### config.mk
export PLATFORM = sky130hd
export DESIGN_NAME = reg_text_writer
export DESIGN_NICKNAME = d
export VERILOG_FILES = /design/src/rtl/reg_text_writer.sv
export SDC_FILE = /design/constraint.sdc
export NUM_CORES = 1
export LEC_CHECK = 0
export BUFFER_PORTS_ARGS = -buffer_cell sky130_fd_sc_hd__buf_2
export CAP_MARGIN = 20
export CELL_PAD_IN_SITES_DETAIL_PLACEMENT = 1
export CELL_PAD_IN_SITES_GLOBAL_PLACEMENT = 2
export CORE_AREA = 2 2 164 166
export DETAILED_ROUTE_END_ITERATION = 8
export DIE_AREA = 0 0 166 168
export PLACE_DENSITY = 0.8
export SYNTH_ARGS = -nofsm -noshare
export SYNTH_HDL_FRONTEND = slang
export SYNTH_SLANG_ARGS = --single-unit
### constraint.sdc
create_clock -name clk -period 5.7 [get_ports clk]
set_input_delay 0.285 -clock clk [delete_from_list [all_inputs] [get_ports clk]]
set_output_delay 0.285 -clock clk [all_outputs]
set_load 0.02 [all_outputs]
### src/rtl/reg_text_writer.sv
// Register-debug text stage: turns a 32-bit signed word into an 11-character
// "+dddddddddd" field using a 32-cycle shift-add-3 converter, then streams the characters.
module reg_text_writer #(
  parameter int          COLS   = 80,
  parameter int          ADDR_W = 13,
  parameter logic [23:0] ATTR   = 24'hFFFFFF
) (
  input  logic              clk,
  input  logic              rst,
  input  logic              start,
  input  logic [31:0]       value,
  input  logic [5:0]        row,
  input  logic [6:0]        col_base,
  output logic              busy,
  output logic              done,
  output logic              sign_out,
  output logic [39:0]       bcd_out,
  output logic              ascii_write_en,
  output logic [31:0]       ascii_input,
  output logic [ADDR_W-1:0] ascii_write_address
);

  typedef enum logic [1:0] {
    ST_IDLE  = 2'd0,
    ST_SHIFT = 2'd1,
    ST_EMIT  = 2'd2,
    ST_DONE  = 2'd3
  } state_t;

  // One double-dabble iteration: add 3 to every digit >= 5, then shift in the next magnitude bit.
  // The carry out of the top digit is dropped; ten digits always hold a 32-bit magnitude.
  function automatic logic [39:0] dabble_step(input logic [39:0] bcd, input logic in_bit);
    logic [39:0] res;
    logic [3:0]  dig;
    logic        carry;
    res   = 40'd0;
    carry = in_bit;
    for (int i = 0; i < 10; i++) begin
      dig = bcd[4*i +: 4];
      if (dig >= 4'd5) begin
        dig = dig + 4'd3;
      end else begin
        dig = dig;
      end
      res[4*i +: 4] = {dig[2:0], carry};
      carry         = dig[3];
    end
    return res;
  endfunction

  state_t              state_r;
  logic [4:0]          bit_cnt_r;
  logic [3:0]          char_cnt_r;
  logic [31:0]         mag_r;
  logic [39:0]         bcd_r;
  logic [5:0]          row_r;
  logic [6:0]          col_r;
  logic                busy_r;
  logic                done_r;
  logic                sign_r;
  logic [39:0]         bcd_out_r;
  logic                wr_en_r;
  logic [31:0]         wr_data_r;
  logic [ADDR_W-1:0]   wr_addr_r;

  logic [39:0]         bcd_next_s;
  logic [3:0]          k_s;
  logic [5:0]          dig_lsb_s;
  logic [3:0]          digit_s;
  logic [7:0]          char_s;
  logic [ADDR_W-1:0]   addr_s;

  assign bcd_next_s = dabble_step(bcd_r, mag_r[31]);
  assign k_s        = (state_r == ST_EMIT) ? char_cnt_r : 4'd0;
  assign dig_lsb_s  = 6'd40 - {k_s, 2'b00};
  assign digit_s    = bcd_out_r[dig_lsb_s +: 4];
  // Modulo-2^ADDR_W arithmetic gives the same result as a wider sum truncated afterwards.
  assign addr_s     = ADDR_W'(row_r) * ADDR_W'(COLS) + ADDR_W'(col_r) + ADDR_W'(k_s);

  // Character for the current field position: sign first, then digits most significant first.
  always_comb begin
    char_s = 8'h20;
    if (k_s == 4'd0) begin
      if (sign_r) begin
        char_s = 8'h2D;
      end else begin
        char_s = 8'h2B;
      end
    end else if (k_s <= 4'd10) begin
      char_s = 8'h30 + {4'h0, digit_s};
    end else begin
      char_s = 8'h20;
    end
  end

  // Control FSM with capture, conversion datapath and registered write port.
  always_ff @(posedge clk or posedge rst) begin
    if (rst) begin
      state_r    <= ST_IDLE;
      bit_cnt_r  <= 5'd0;
      char_cnt_r <= 4'd0;
      mag_r      <= 32'd0;
      bcd_r      <= 40'd0;
      row_r      <= 6'd0;
      col_r      <= 7'd0;
      busy_r     <= 1'b0;
      done_r     <= 1'b0;
      sign_r     <= 1'b0;
      bcd_out_r  <= 40'd0;
      wr_en_r    <= 1'b0;
      wr_data_r  <= 32'd0;
      wr_addr_r  <= '0;
    end else begin
      case (state_r)
        ST_IDLE: begin
          done_r  <= 1'b0;
          wr_en_r <= 1'b0;
          if (start) begin
            sign_r     <= value[31];
            mag_r      <= value[31] ? (~value + 32'd1) : value;
            bcd_r      <= 40'd0;
            row_r      <= row;
            col_r      <= col_base;
            bit_cnt_r  <= 5'd0;
            char_cnt_r <= 4'd0;
            busy_r     <= 1'b1;
            state_r    <= ST_SHIFT;
          end else begin
            state_r <= ST_IDLE;
          end
        end
        ST_SHIFT: begin
          bcd_r     <= bcd_next_s;
          mag_r     <= {mag_r[30:0], 1'b0};
          bit_cnt_r <= bit_cnt_r + 5'd1;
          // The last iteration also launches the sign character so writes start on the next cycle.
          if (bit_cnt_r == 5'd31) begin
            bcd_out_r  <= bcd_next_s;
            wr_en_r    <= 1'b1;
            wr_data_r  <= {char_s, ATTR};
            wr_addr_r  <= addr_s;
            char_cnt_r <= 4'd1;
            state_r    <= ST_EMIT;
          end else begin
            state_r <= ST_SHIFT;
          end
        end
        ST_EMIT: begin
          if (char_cnt_r == 4'd11) begin
            wr_en_r    <= 1'b0;
            busy_r     <= 1'b0;
            done_r     <= 1'b1;
            char_cnt_r <= 4'd0;
            state_r    <= ST_DONE;
          end else begin
            wr_en_r    <= 1'b1;
            wr_data_r  <= {char_s, ATTR};
            wr_addr_r  <= addr_s;
            char_cnt_r <= char_cnt_r + 4'd1;
            state_r    <= ST_EMIT;
          end
        end
        ST_DONE: begin
          done_r  <= 1'b0;
          state_r <= ST_IDLE;
        end
        default: begin
          busy_r  <= 1'b0;
          done_r  <= 1'b0;
          wr_en_r <= 1'b0;
          state_r <= ST_IDLE;
        end
      endcase
    end
  end

  assign busy                = busy_r;
  assign done                = done_r;
  assign sign_out            = sign_r;
  assign bcd_out             = bcd_out_r;
  assign ascii_write_en      = wr_en_r;
  assign ascii_input         = wr_data_r;
  assign ascii_write_address = wr_addr_r;

endmodule

# After elaboration in Yosys (flattened, before gate mapping)
# Cells that the tools add are included.
# W data, S select, Z words.
word_totals:
  ff_bits: 185
  latch_bits: 0
  mem_bits_rw: 0
  mem_bits_ro: 0
  in_bits: 48
  out_inout_bits: 89
  elab_cells: 113
  memories: 0
classes:
  n_addsub: 17
  mul: 1
  n_div: 0
  order_cmp: 11
  n_eq_ne: 9
  shift: 1
  muxes: 43
  bitwise_logic: 1
  n_reduce_logical: 16
op_table:
  columns: ["cell", "count"]
  rows:
  - ["$mux W32", 4]
  - ["$pmux W32 S2", 2]
  - ["$pmux W40 S2", 1]
  - ["$mux W4", 13]
  - ["$ge A4 B3 Y1 const B", 10]
  - ["$mux W40", 1]
  - ["$shiftx A40 B7 Y4", 1]
  - ["$add A4 B2 Y4 const B", 9]
  - ["$add A32 B1 Y32 const B", 1]
  - ["$not A32 Y32", 1]
  - ["$mux W13", 2]
  - ["$pmux W13 S2", 1]
  - ["$add A13 B4 Y13", 1]
  - ["$add A13 B7 Y13", 1]
  - ["$pmux W4 S3", 1]
  - ["$pmux W5 S2", 1]
  - ["$reduce_and A2 Y1", 5]
  - ["$mul A6 B3 Y9 const B", 1]
  - ["$reduce_and A3 Y1", 3]
  - ["$mux W8", 1]
  - ["$pmux W2 S4", 1]
  - ["$reduce_bool A2 Y1", 4]
  - ["$add A6 B4 Y7 const A", 1]
  - ["$mux W1", 7]
  - ["other kinds (21)", 26]

# Logic depth before layout (Yosys ltp)
# Gate-level depths: netlist of run 1.
logic_depth:
  depth_word: 9
  depth_mapped: 12
  mapped_depth_nobuf: 11

# Worst setup path after synthesis of run 1
# Ideal clock, no wire load.
synth_path:
  kind: "reg-to-reg"
  startpoint: "reg state_r[0]"
  endpoint: "reg wr_addr_r[10], in the netlist ascii_write_address[10]"
  setup_ns: 0.136
  arrival_ns: 2.772
  t_required_ns: 5.564
  slack_ns: 2.792
  path_stages_with_launch: 13
  path_buffers: 1
  period_less_slack_ns: 2.908
  path_cell_list: "dfrtp_1 > inv_1 > ha_1 > clkbuf_1 > nand2_1 > clkinv_1 > ha_1 > fa_1 > a211oi_1 > nor2_1 > o2111ai_1 > xor2_1 > o21ai_0"
synth_between:
  elab_chain_cells: 5
  word_cells_on_any_way: 11
  cone_classes: "1 x add/sub; 4 x eq/ne; 4 x mux; 2 x reduce/logical"
synth_rtl:
  columns: ["item", "line_no", "text"]
  rows:
  - ["start: declaration", "51", "state_t state_r;"]
  - ["start signal: assignment", "99", "state_r <= ST_IDLE;"]
  - ["start signal: assignment", "127", "state_r <= ST_SHIFT;"]
  - ["start signal: assignment", "129", "state_r <= ST_IDLE;"]
  - ["$eq A2 B2 Y1", "74, 114", null]
  - ["$mux W4", "74", "assign k_s = (state_r == ST_EMIT) ? char_cnt_r : 4'd0;"]
  - ["$add A13 B4 Y13", "78", "assign addr_s = ADDR_W'(row_r) * ADDR_W'(COLS) + ADDR_W'(col_r) + ADDR_W'(k_s);"]
  - ["$mux W13 (on tied branches)", "149, 137", null]
  - ["$pmux W13 S2", "114", "case (state_r)"]
  - ["end signal: assignment", "141", "wr_addr_r <= addr_s;"]
  - ["end signal: assignment", "158", "wr_addr_r <= addr_s;"]
  - ["end: declaration", "64", "logic [ADDR_W-1:0] wr_addr_r;"]
# Several ways; a longest one is shown, not always the timed one. The select of a mux whose other input is x is not followed.
# A chain may end at the register's enable or synchronous reset.

# Worst setup path after layout of run 1
layout_path:
  startpoint: "reg state_r[0]"
  endpoint: "reg wr_data_r[25], in the netlist ascii_input[25]"
layout_between:
  elab_chain_cells: 9
  word_cells_on_any_way: 17
  cone_classes: "2 x add/sub; 1 x order compare; 4 x eq/ne; 1 x shift; 6 x mux; 3 x reduce/logical"
layout_rtl:
  columns: ["item", "line_no", "text"]
  rows:
  - ["$eq A2 B2 Y1", "74, 114", null]
  - ["$mux W4", "74", null]
  - ["$sub A6 B6 Y6", "75", "assign dig_lsb_s = 6'd40 - {k_s, 2'b00};"]
  - ["$shiftx A40 B7 Y4", "76", "assign digit_s = bcd_out_r[dig_lsb_s +: 4];"]
  - ["$add A6 B4 Y7", "90", "char_s = 8'h30 + {4'h0, digit_s};"]
  - ["$mux W7", "89", "end else if (k_s <= 4'd10) begin"]
  - ["$mux W8", "83", "if (k_s == 4'd0) begin"]
  - ["$mux W32 (on tied branches)", "149, 137", null]
  - ["$pmux W32 S2", "114", null]
  - ["end signal: assignment", "140", "wr_data_r <= {char_s, ATTR};"]
  - ["end signal: assignment", "157", "wr_data_r <= {char_s, ATTR};"]
  - ["end: declaration", "63", "logic [31:0] wr_data_r;"]
# Several ways; a longest one is shown, not always the timed one. The select of a mux whose other input is x is not followed.

==> results_dict.tcl, run 1 <==
set metrics [dict create \
    fin_nets 1151 \
    synth_seq_cells 159 \
    fill_cells 3065 \
    track_usage_pct 19.20 \
    outcome "complete, no violations" \
    drtAntennaViolNets 0 \
    syn_to_final_growth_pct 14.83 \
    avgSynthCellArea_um2 9.557 \
    fin_tns_setup_ns 0 \
    powerDensity_nw_per_um2 335.4 \
    final_cells 1410 \
    multi_input_area_um2 4757 \
    h-tree-depth 4 \
    p_total_uw 3559 \
    tightest_slew_ns 1.015 \
    finClkSkew_ns 0.008972 \
    rows 60 \
    cts_setup_buffers 0 \
    routed_wl_mm 26.50 \
    grt_start_max_net_pins 80 \
    cts_tree "built" \
    drive_gt1_share_pct 21.14 \
    fin_util_pct 40.27 \
    finalMaxSlewViolations 0 \
    end_kind "flip-flop" \
    seqPwrFrac_pct 40.5 \
    final_common_cell "dfrtp_1" \
    clock_power_share_pct 31.5 \
    drc 0 \
    ir_drop_mv 0.1859 \
    crit_fanout 18 \
    relSlewSlack_pct 32.31 \
    drt-wirelength-per-cell_um 18.80 \
    async_flop_share_pct 100.0 \
    port_buffers 134 \
    fin_crit_sh_pct 61.02 \
    layout_common_cells "159 x dfrtp_1, 134 x buf_2, 107 x o21ai_0" \
    layout_min_cycle_time_ns 3.478 \
    place_hpwl_mm 18.95 \
    start_util_pct 35.07 \
    internal-power_uw 2327 \
    crit_path_start_kind "flip-flop" \
    cts_buffers 17 \
    dieArea_um2 27890 \
    synthFlopType "dfrtp_1" \
    synth_edf_count 0 \
    io_pins 137 \
    hold_class "in -> reg" \
    share_comb_of_total_power_pct 28.0 \
    via_per_inst 5.429 \
    die_w_um 166 \
    power_switching_share_pct 34.62 \
    grt_pass1_vias 7796 \
    clk_pin_slew_ns 0.07 \
    antenna_found_initial 0 \
    timing.final.hold_violations 0 \
    die_y_um 168 \
    cp_data_arrival_time_ns 3.78 \
    clockBufferDepth 2 \
    timing.fmax_mhz 287.5 \
    setup_ws_ns 2.222 \
    yosysUniqueCellTypes 69 \
    syn_area_um2 9241 \
    worstPathRequired_ns 6.00 \
    place_congestion 0.7827 \
    antenna_cells 0 \
    path_class "reg -> reg" \
    leakage_uw 0.004603 \
    power.switching_uw 1232 \
    clkLatencyLatePin_ns 0.43 \
    clock-root-buffer "clkbuf_16" \
    regArea_um2 3979 \
    cap_violations 0 \
    grt_pass1_wl_mm 43.04 \
    grt_setup_unrepaired "no" \
    firstDrtPassIters 4 \
    ys.warnings.count 0 \
    gr-total-overflow 0 \
    cts_sinks 159 \
    setup_viol 0 \
    ys_seq_area_share_pct 43.05 \
    drt_iter0_drc 351 \
    vias 7655 \
    syn-instance-count 967 \
    pre_cts_ws_ns 2.232 \
    dp_cells 1377 \
    coreArea_um2 26350 \
]
## power by group through the flow
stage	registers (µW)	logic, µW	clock network (µW)
after CTS	1440	1010	1150
after global placement	1460	976	0
after detailed placement	1470	1010	0
after floorplan	1460	695	0
after global routing	1470	1130	1190
final	1440	996	1120
## flip-flops by register name, indices dropped and copies added (netlist names), 5 cells and up, named ones only
name and flops:
bcd_out 40, bcd_r 40, mag_r 32, ascii_write_address 13
col_r 7, ascii_input 6, row_r 6, bit_cnt_r 5
## kinds of logic (layout without fill, tap and decap cells)
group,Yosys count,in the layout,share of synthesized area (%)
flip-flops,159,159,43.05
AO/OA/AOI/OAI,304,304,20.28
XOR/XNOR,47,47,4.454
multiplexers,43,43,5.727
buffers and inverters,109,210,5.578
AND/OR/NAND/NOR,257,257,14.34
other,1,2,0.04058
adder cells (fa/ha/maj),47,47,6.526
## Yosys cell counts (all sizes together), types with 3 or more instances
cell	number	area [µm²]
ha	45	563.0
nor3	12	60.06
nor2	30	112.6
a22oi	3	22.52
a31oi	7	43.79
xor2	25	219.0
mux2	29	326.6
o21a	5	37.54
mux2i	9	90.09
a21oi	67	335.3
or2	6	37.54
nand3b	11	82.58
a211oi	5	37.54
clkbuf	44	165.2
dfrtp	159	3979
a32o	11	110.1
nor4	4	40.04
xnor2	22	192.7
a41oi	3	26.28
nand4	5	31.28
o31ai	26	224.0
a21o	3	22.52
o21ai	112	560.5
nand2b	18	112.6
and2	5	31.28
inv	32	120.1
or3	9	56.30
buf	31	222.7
nand2	107	401.6
or4	6	56.30
nor3b	22	165.2
nand3	13	65.06
o22ai	33	206.5
mux4	5	112.6
o211ai	4	30.03
a21boi	4	30.03
## path summary, 6_finish.rpt
check,slack [ns],cells past startpoint,endpoint,from
worst max register to register,2.22,10,ascii_input[25],state_r[0]
min in group asynchronous,0.39,3,row_r[1],rst
max in group asynchronous,4.02,4,bcd_out[12],rst
worst min register to register,0.48,2,ascii_write_address[5],ascii_write_address[5]
worst max-delay path,2.22,10,ascii_input[25],state_r[0]
worst min-delay path,0.08,2,row_r[5],row[5]
## final cells by class
class | count | area share (%)
Multi-Input combinational cell | 700 | 44.83
Sequential cell | 159 | 37.50
Timing Repair Buffer | 144 | 7.051
Clock buffer | 21 | 4.339
Tap cell | 341 | 4.021
Inverter | 34 | 1.250
Clock inverter | 11 | 1.014
## metrics by stage
stage               hold WS (ns)  instance area, µm²
floorplan                 0.4356                9245
global placement          0.3144               10030
detailed placement        0.3121               10030
CTS                      0.06568               10610
global route             0.06659               10610
finish                   0.08222               10610
## critical path: stages, from the launching register on
cell and delay (ns):
dfrtp_1 0.39, inv_1 0.08, ha_1 0.41, nand2_1 0.37, clkinv_1 0.38, ha_1 0.35
nand3b_1 0.24, nand2_1 0.37, mux4_2 0.37, nor4b_1 0.29, a211oi_1 0.09
## metal layers
| metal | vias to the layer above | share of wire [%] | GRT usage [%] |
|---|---|---|---|
| li1 | 3658 | - | - |
| met1 | 3848 | 47 | 25.42 |
| met5 | - | 0 | 0 |
| met4 | 0 | 1.8 | 5.142 |
| met3 | 27 | 2.6 | 3.079 |
| met2 | 122 | 49 | 32.80 |
## repair_timing
action,in CTS,in global routing
hold buffers,1,0
gates resized for setup,0,0
hold endpoints to repair,36,0
No activity file was read; power rests on OpenSTA's default activity.
==> run 2: changes to the inputs <==
==> constraint.sdc (replaced) <==
create_clock -name clk -period 3.6 [get_ports clk]
set_input_delay 0.18 -clock clk [delete_from_list [all_inputs] [get_ports clk]]
set_output_delay 0.18 -clock clk [all_outputs]
set_load 0.02 [all_outputs]
==> run 2 against run 1 <==
Combinational power increased by 64%. Cell count increased by 1.3%. Critical path depth unchanged. First-iteration DRC count decreased by 7.7%. Sequential share of layout area decreased by 0.88 points. Via count about the same.
==> results_dict.tcl, run 2 (synthesis gave the netlist of run 1 again) <==
set metrics [dict create \
    dieArea_um2 27890 \
    dp_cells 1382 \
    crit_family "simple AND/OR/NAND/NOR gates" \
    io_pins 137 \
    cts_buffers 17 \
    worstPathRequired_ns 3.88 \
    drt-wirelength-per-cell_um 18.43 \
    cp_slowest_stage_delay_ns 0.39 \
    clock-root-buffer "clkbuf_16" \
    end_kind "flip-flop" \
    timing.final.hold_violations 0 \
    timing.fmax_mhz 319.3 \
    grt_pass1_vias 7846 \
    grt_pass1_wl_mm 43.39 \
    crit_path_top_delay_cell "clkinv_1" \
    path_class "reg -> reg" \
    firstDrtPassIters 4 \
    grt_start_max_net_pins 99 \
    relSlewSlack_pct 30.49 \
    setup_ws_ns 0.4679 \
    cts_setup_buffers 0 \
    start_util_pct 35.07 \
    ir_drop_mv 0.3004 \
    drive_gt1_share_pct 21.44 \
    drt_iter0_drc 324 \
    antenna_cells 0 \
    antenna_found_initial 0 \
    drtAntennaViolNets 0 \
    clk_pin_slew_ns 0.07 \
    cp_data_arrival_time_ns 3.41 \
    place_congestion 0.8187 \
    clockBufferDepth 2 \
    finClkSkew_ns 0.01807 \
    fin_crit_sh_pct 87.00 \
    rows 60 \
    final_common_cell "dfrtp_1" \
    p_total_uw 5840 \
    pre_cts_ws_ns 0.4297 \
    drc 0 \
    h-tree-depth 4 \
    gr-total-overflow 0 \
    port_buffers 134 \
    clkLatencyLatePin_ns 0.44 \
    track_usage_pct 19.37 \
    fill_cells 2998 \
    path_cells "inv_1 > ha_1 > nand2_1 > clkinv_1 > ha_1 > nand3b_1 > nand2_1 > mux4_2 > o32ai_1 > a31oi_1" \
    fin_tns_setup_ns 0 \
    coreArea_um2 26350 \
    finalMaxSlewViolations 0 \
    layout_min_cycle_time_ns 3.132 \
    tightest_slew_ns 1.026 \
    cts_tree "built" \
    cts_hold_buf 14 \
    die_w_um 166 \
    hold_class "in -> reg" \
    die_y_um 168 \
    cts_sinks 159 \
    holdWs_ns 0.05249 \
    cap_violations 0 \
    outcome "complete, no violations" \
    syn_to_final_growth_pct 17.60 \
    cts_resized 0 \
    fin_nets 1169 \
    leakage_uw 0.004731 \
    r2r_start "state_r[0]" \
    setup_viol 0 \
    grt_setup_unrepaired "no" \
    routed_wl_mm 26.31 \
    powerDensity_nw_per_um2 537.4 \
    layout_common_cells "159 x dfrtp_1, 134 x buf_2, 107 x o21ai_0" \
    setup.worst_path.start "state_r[0]" \
    final_cells 1428 \
    holdCritStartpoint "value[0]" \
    path_buf_inv 2 \
    via_per_inst 5.363 \
    vias 7659 \
    place_hpwl_mm 18.83 \
    crit_path_start_kind "flip-flop" \
    crit_fanout 9 \
]
-- run 2: worst paths after layout --
| kind | depth (start not counted) | slack [ns] | to |
|---|---|---|---|
| setup / recovery | 10 | 0.47 | ascii_input[26] |
| hold / removal | 3 | 0.05 | mag_r[0] |
| setup reg to reg | 10 | 0.47 | ascii_input[26] |
| hold reg to reg | 2 | 0.47 | ascii_write_address[3] |
| max in group asynchronous | 4 | 2.21 | ascii_input[26] |
| min in group asynchronous | 3 | 0.40 | mag_r[19] |
-- run 2: layout make-up --
class                      instances  area [µm²]  share of cell area [%]
inverter                          34       131.4                   1.209
timing repair buffer             162       953.4                   8.773
multi-input combinational        700        4757                   43.77
tap                              341       426.7                   3.926
clock inverter                    15       195.2                   1.796
sequential                       159        3979                   36.61
clock buffer                      17       425.4                   3.914
-- run 2: tightest hold or removal path, stage by stage --
cell     delay [ns]
buf_2          0.12
inv_1          0.07
o21ai_0        0.08
-- run 2: report_power, final --
group          total (µW)  internal [µW]  switching [µW]
Sequential           2280           2070             212
Clock                1930           1120             814
Combinational        1630            654             977
-- run 2: metal layers --
metal | part of all wire [%] | up-vias | global-route usage, %
li1 | - | 3680 | -
met1 | 46 | 3821 | 26.00
met2 | 49 | 129 | 32.46
met3 | 2.9 | 29 | 2.891
met4 | 2.0 | 0 | 5.974
met5 | 0 | - | 0
-- run 2: through the flow --
step           area [µm²]  utilization, %
6_report            10870           41.24
5_1_grt             10870           41.24
4_1_cts             10870           41.24
3_5_place_dp        10110           38.36
3_3_place_gp        10110           38.36
2_1_floorplan        9249               -
==> run 3: changes to the inputs <==
==> config.mk (replaced) <==
export PLATFORM = sky130hd
export DESIGN_NAME = reg_text_writer
export DESIGN_NICKNAME = d
export VERILOG_FILES = /design/src/rtl/reg_text_writer.sv
export SDC_FILE = /design/constraint.sdc
export NUM_CORES = 1
export LEC_CHECK = 0
export ABC_AREA = 1
export BUFFER_PORTS_ARGS = -buffer_cell sky130_fd_sc_hd__buf_2
export CAP_MARGIN = 20
export CELL_PAD_IN_SITES_DETAIL_PLACEMENT = 1
export CELL_PAD_IN_SITES_GLOBAL_PLACEMENT = 2
export CORE_AREA = 2 2 144 203
export DETAILED_ROUTE_END_ITERATION = 8
export DIE_AREA = 0 0 146 205
export PLACE_DENSITY = 0.82
export SYNTH_ARGS = -nofsm -noshare
export SYNTH_HDL_FRONTEND = slang
export SYNTH_SLANG_ARGS = --single-unit
==> run 3 against run 2 <==
Sequential power up 19%. Register-to-register slack better by 0.38 ns. Via count up 11%. Largest cell class unchanged.
==> results_dict.tcl, run 3 <==
set metrics [dict create \
    grt_pass1_wl_mm 44.99 \
    port_buffers 134 \
    rr_endpoint "ascii_write_address[12]" \
    syn_to_final_growth_pct 16.39 \
    syn-instance-count 1226 \
    power.switching_uw 3121 \
    hold_class "in -> reg" \
    setup_ws_ns 0.8493 \
    grt_use_met3_pct 3.408 \
    clock_power_share_pct 24.9 \
    yosys-top-cells-count "323 x nand2_1, 159 x dfrtp_1, 129 x o21ai_0" \
    fin_nets 1424 \
    netlist_top_cells_area "dfrtp_1 42%, nand2_1 13%, o21ai_0 6.8%, ha_1 6.0%, nand3_1 4.8%" \
    ys_seq_area_share_pct 42.17 \
    setup_viol 0 \
    layout_common_cells "323 x nand2_1, 159 x dfrtp_1, 134 x buf_2" \
    firstDrtPassIters 4 \
    r2r_start "state_r[0]" \
    vias 8480 \
    cts_setup_buffers 0 \
    syn_area_um2 9435 \
    crit_path_start_kind "flip-flop" \
    clockBufferDepth 2 \
    power_switching_share_pct 40.85 \
    cap_violations 0 \
    internal-power_uw 4520 \
    rows 73 \
    antenna_found_initial 1 \
    reg2regPathDepth 15 \
    timing.fmax_mhz 363.5 \
    grt_setup_unrepaired "no" \
    via_per_inst 4.939 \
    powerDensity_nw_per_um2 695.8 \
    drtAntennaViolNets 0 \
    grt_pass1_vias 8804 \
    antenna_cells 0 \
    timing.final.hold_violations 0 \
    end_kind "flip-flop" \
    ff2ff_setup_slack_ns 0.85 \
    io_pins 137 \
    avgSynthCellArea_um2 7.696 \
    hold_path_end "col_r[1]" \
    routed_wl_mm 27.21 \
    grt_start_max_net_pins 82 \
    dp_cells 1674 \
    coreArea_um2 28130 \
    yosysUniqueCellTypes 44 \
    leakage_uw 0.005341 \
    share_comb_of_total_power_pct 39.5 \
    seqPwrFrac_pct 35.5 \
    synth_edf_count 0 \
    fin_crit_sh_pct 76.41 \
    async_flop_share_pct 100.0 \
    drt-wirelength-per-cell_um 15.84 \
    worstPathRequired_ns 3.93 \
    grt.busiest_layer "met2" \
    cp_data_arrival_time_ns 3.08 \
    cts_sinks 159 \
    dieArea_um2 29930 \
    synth_top_cell_by_area "dfrtp_1" \
    met1_usage_pct 21.80 \
    final_cells 1717 \
    gr-total-overflow 0 \
    drc 0 \
    drive_gt1_share_pct 15.95 \
    final_common_cell "nand2_1" \
    ys.warnings.count 0 \
    yosysMostFrequentCell "nand2_1" \
    finalMaxSlewViolations 0 \
    synth_seq_cells 159 \
    clock-root-buffer "clkbuf_16" \
    finClkSkew_ns 0.008890 \
    cts_tree "built" \
    track_usage_pct 18.75 \
    place_hpwl_mm 19.95 \
    cts_resized 0 \
    relSlewSlack_pct 45.91 \
    h-tree-depth 4 \
    outcome "complete, no violations" \
    place_congestion 0.8078 \
    fill_cells 3513 \
    cts_hold_buf 11 \
    fin_tns_setup_ns 0 \
    yosysTopAreaCellShare_pct 42.17 \
    path_class "reg -> reg" \
    ir_drop_mv 0.2816 \
    clk_pin_slew_ns 0.07 \
    drt_iter0_drc 271 \
    clkLatencyLatePin_ns 0.44 \
    cts_buffers 17 \
    die_y_um 205 \
    tightest_slew_ns 0.8102 \
    pre_cts_ws_ns 0.8522 \
    crit_fanout 21 \
    holdPathStages 2 \
    layout_min_cycle_time_ns 2.751 \
    holdCritStartpoint "col_base[1]" \
    start_util_pct 33.54 \
    grt_use_met2_pct 34.52 \
    die_w_um 146 \
    synthFlopType "dfrtp_1" \
]
[run 3: cell count changes in the layout (fill, tap and decap cells not counted), moves of 21 or more]
cell / change
o21ai_0: +22
inv_1: +76
nor3b_1: -22
o31ai_1: -21
nand3_1: +78
nor2_1: +60
nand2_1: +217
[run 3: cells by family after synthesis]
family	synth area share, %
fa+ha+maj	6.392
buf+inv	8.991
mux	1.432
xor+xnor	1.843
other cells	0.03974
compound gates	14.93
flops	42.17
simple gates	24.20
[run 3: worst max-delay path: stages (launching register included)]
cell and delay, ns:
dfrtp_1 0.36, inv_1 0.09, ha_1 0.21, buf_4 0.18
nand2_2 0.14, inv_2 0.18, ha_1 0.29, fa_1 0.43
nand3_1 0.11, nand3_1 0.11, nand3_1 0.09, nand3_1 0.15
nand3_1 0.13, o21ai_0 0.08, nand2_1 0.06, nand2_1 0.05
[run 3: how the worst max path moves through the flow]
stage,start,to,slack [ns],cells after the start
final,state_r[0],ascii_write_address[12],0.85,15
after global routing,state_r[0],ascii_write_address[12],0.52,15
after CTS,state_r[0],ascii_write_address[12],0.83,15
after detailed placement,state_r[0],ascii_write_address[12],0.85,15
after global placement,state_r[0],ascii_write_address[12],0.94,15
after floorplan,state_r[0],ascii_write_address[12],1.21,16
[run 3: per-layer routing]
metal / up-vias / wire length, µm
met4: 2 / 624
met5: - / 13
met1: 4084 / 11830
met3: 41 / 770
met2: 115 / 13970
li1: 4238 / -
[run 3: area by class of cell]
class | count | area [µm²] | share of cell area, %
flip-flops and latches | 159 | 3979 | 36.23
clock buffers | 20 | 456.7 | 4.159
clock inverters | 12 | 157.7 | 1.436
multi-input cells | 883 | 4612 | 42.00
well taps | 375 | 469.2 | 4.273
inverters | 114 | 434.2 | 3.954
repair buffers | 154 | 873.3 | 7.953
[run 3: power groups by stage]
stage / combinational [µW] / clock, µW / sequential, µW
after global placement: 2960 / 0 / 2730
final: 3020 / 1900 / 2720
after global routing: 3480 / 2030 / 2780
after CTS: 3070 / 1950 / 2720
after detailed placement: 3030 / 0 / 2750
after floorplan: 2070 / 0 / 2800
[run 3: through the flow]
stage                     util [%]  power (µW)  hold WS, ns  area (µm²)
after global routing         39.04        8295     0.008817       10980
after CTS                    39.04        7742     0.007704       10980
final                        39.04        7641      0.01942       10980
after detailed placement     36.46        5779       0.3781       10260
after floorplan                  -        4878       0.3305        9443
after global placement       36.46        5686       0.3599       10260
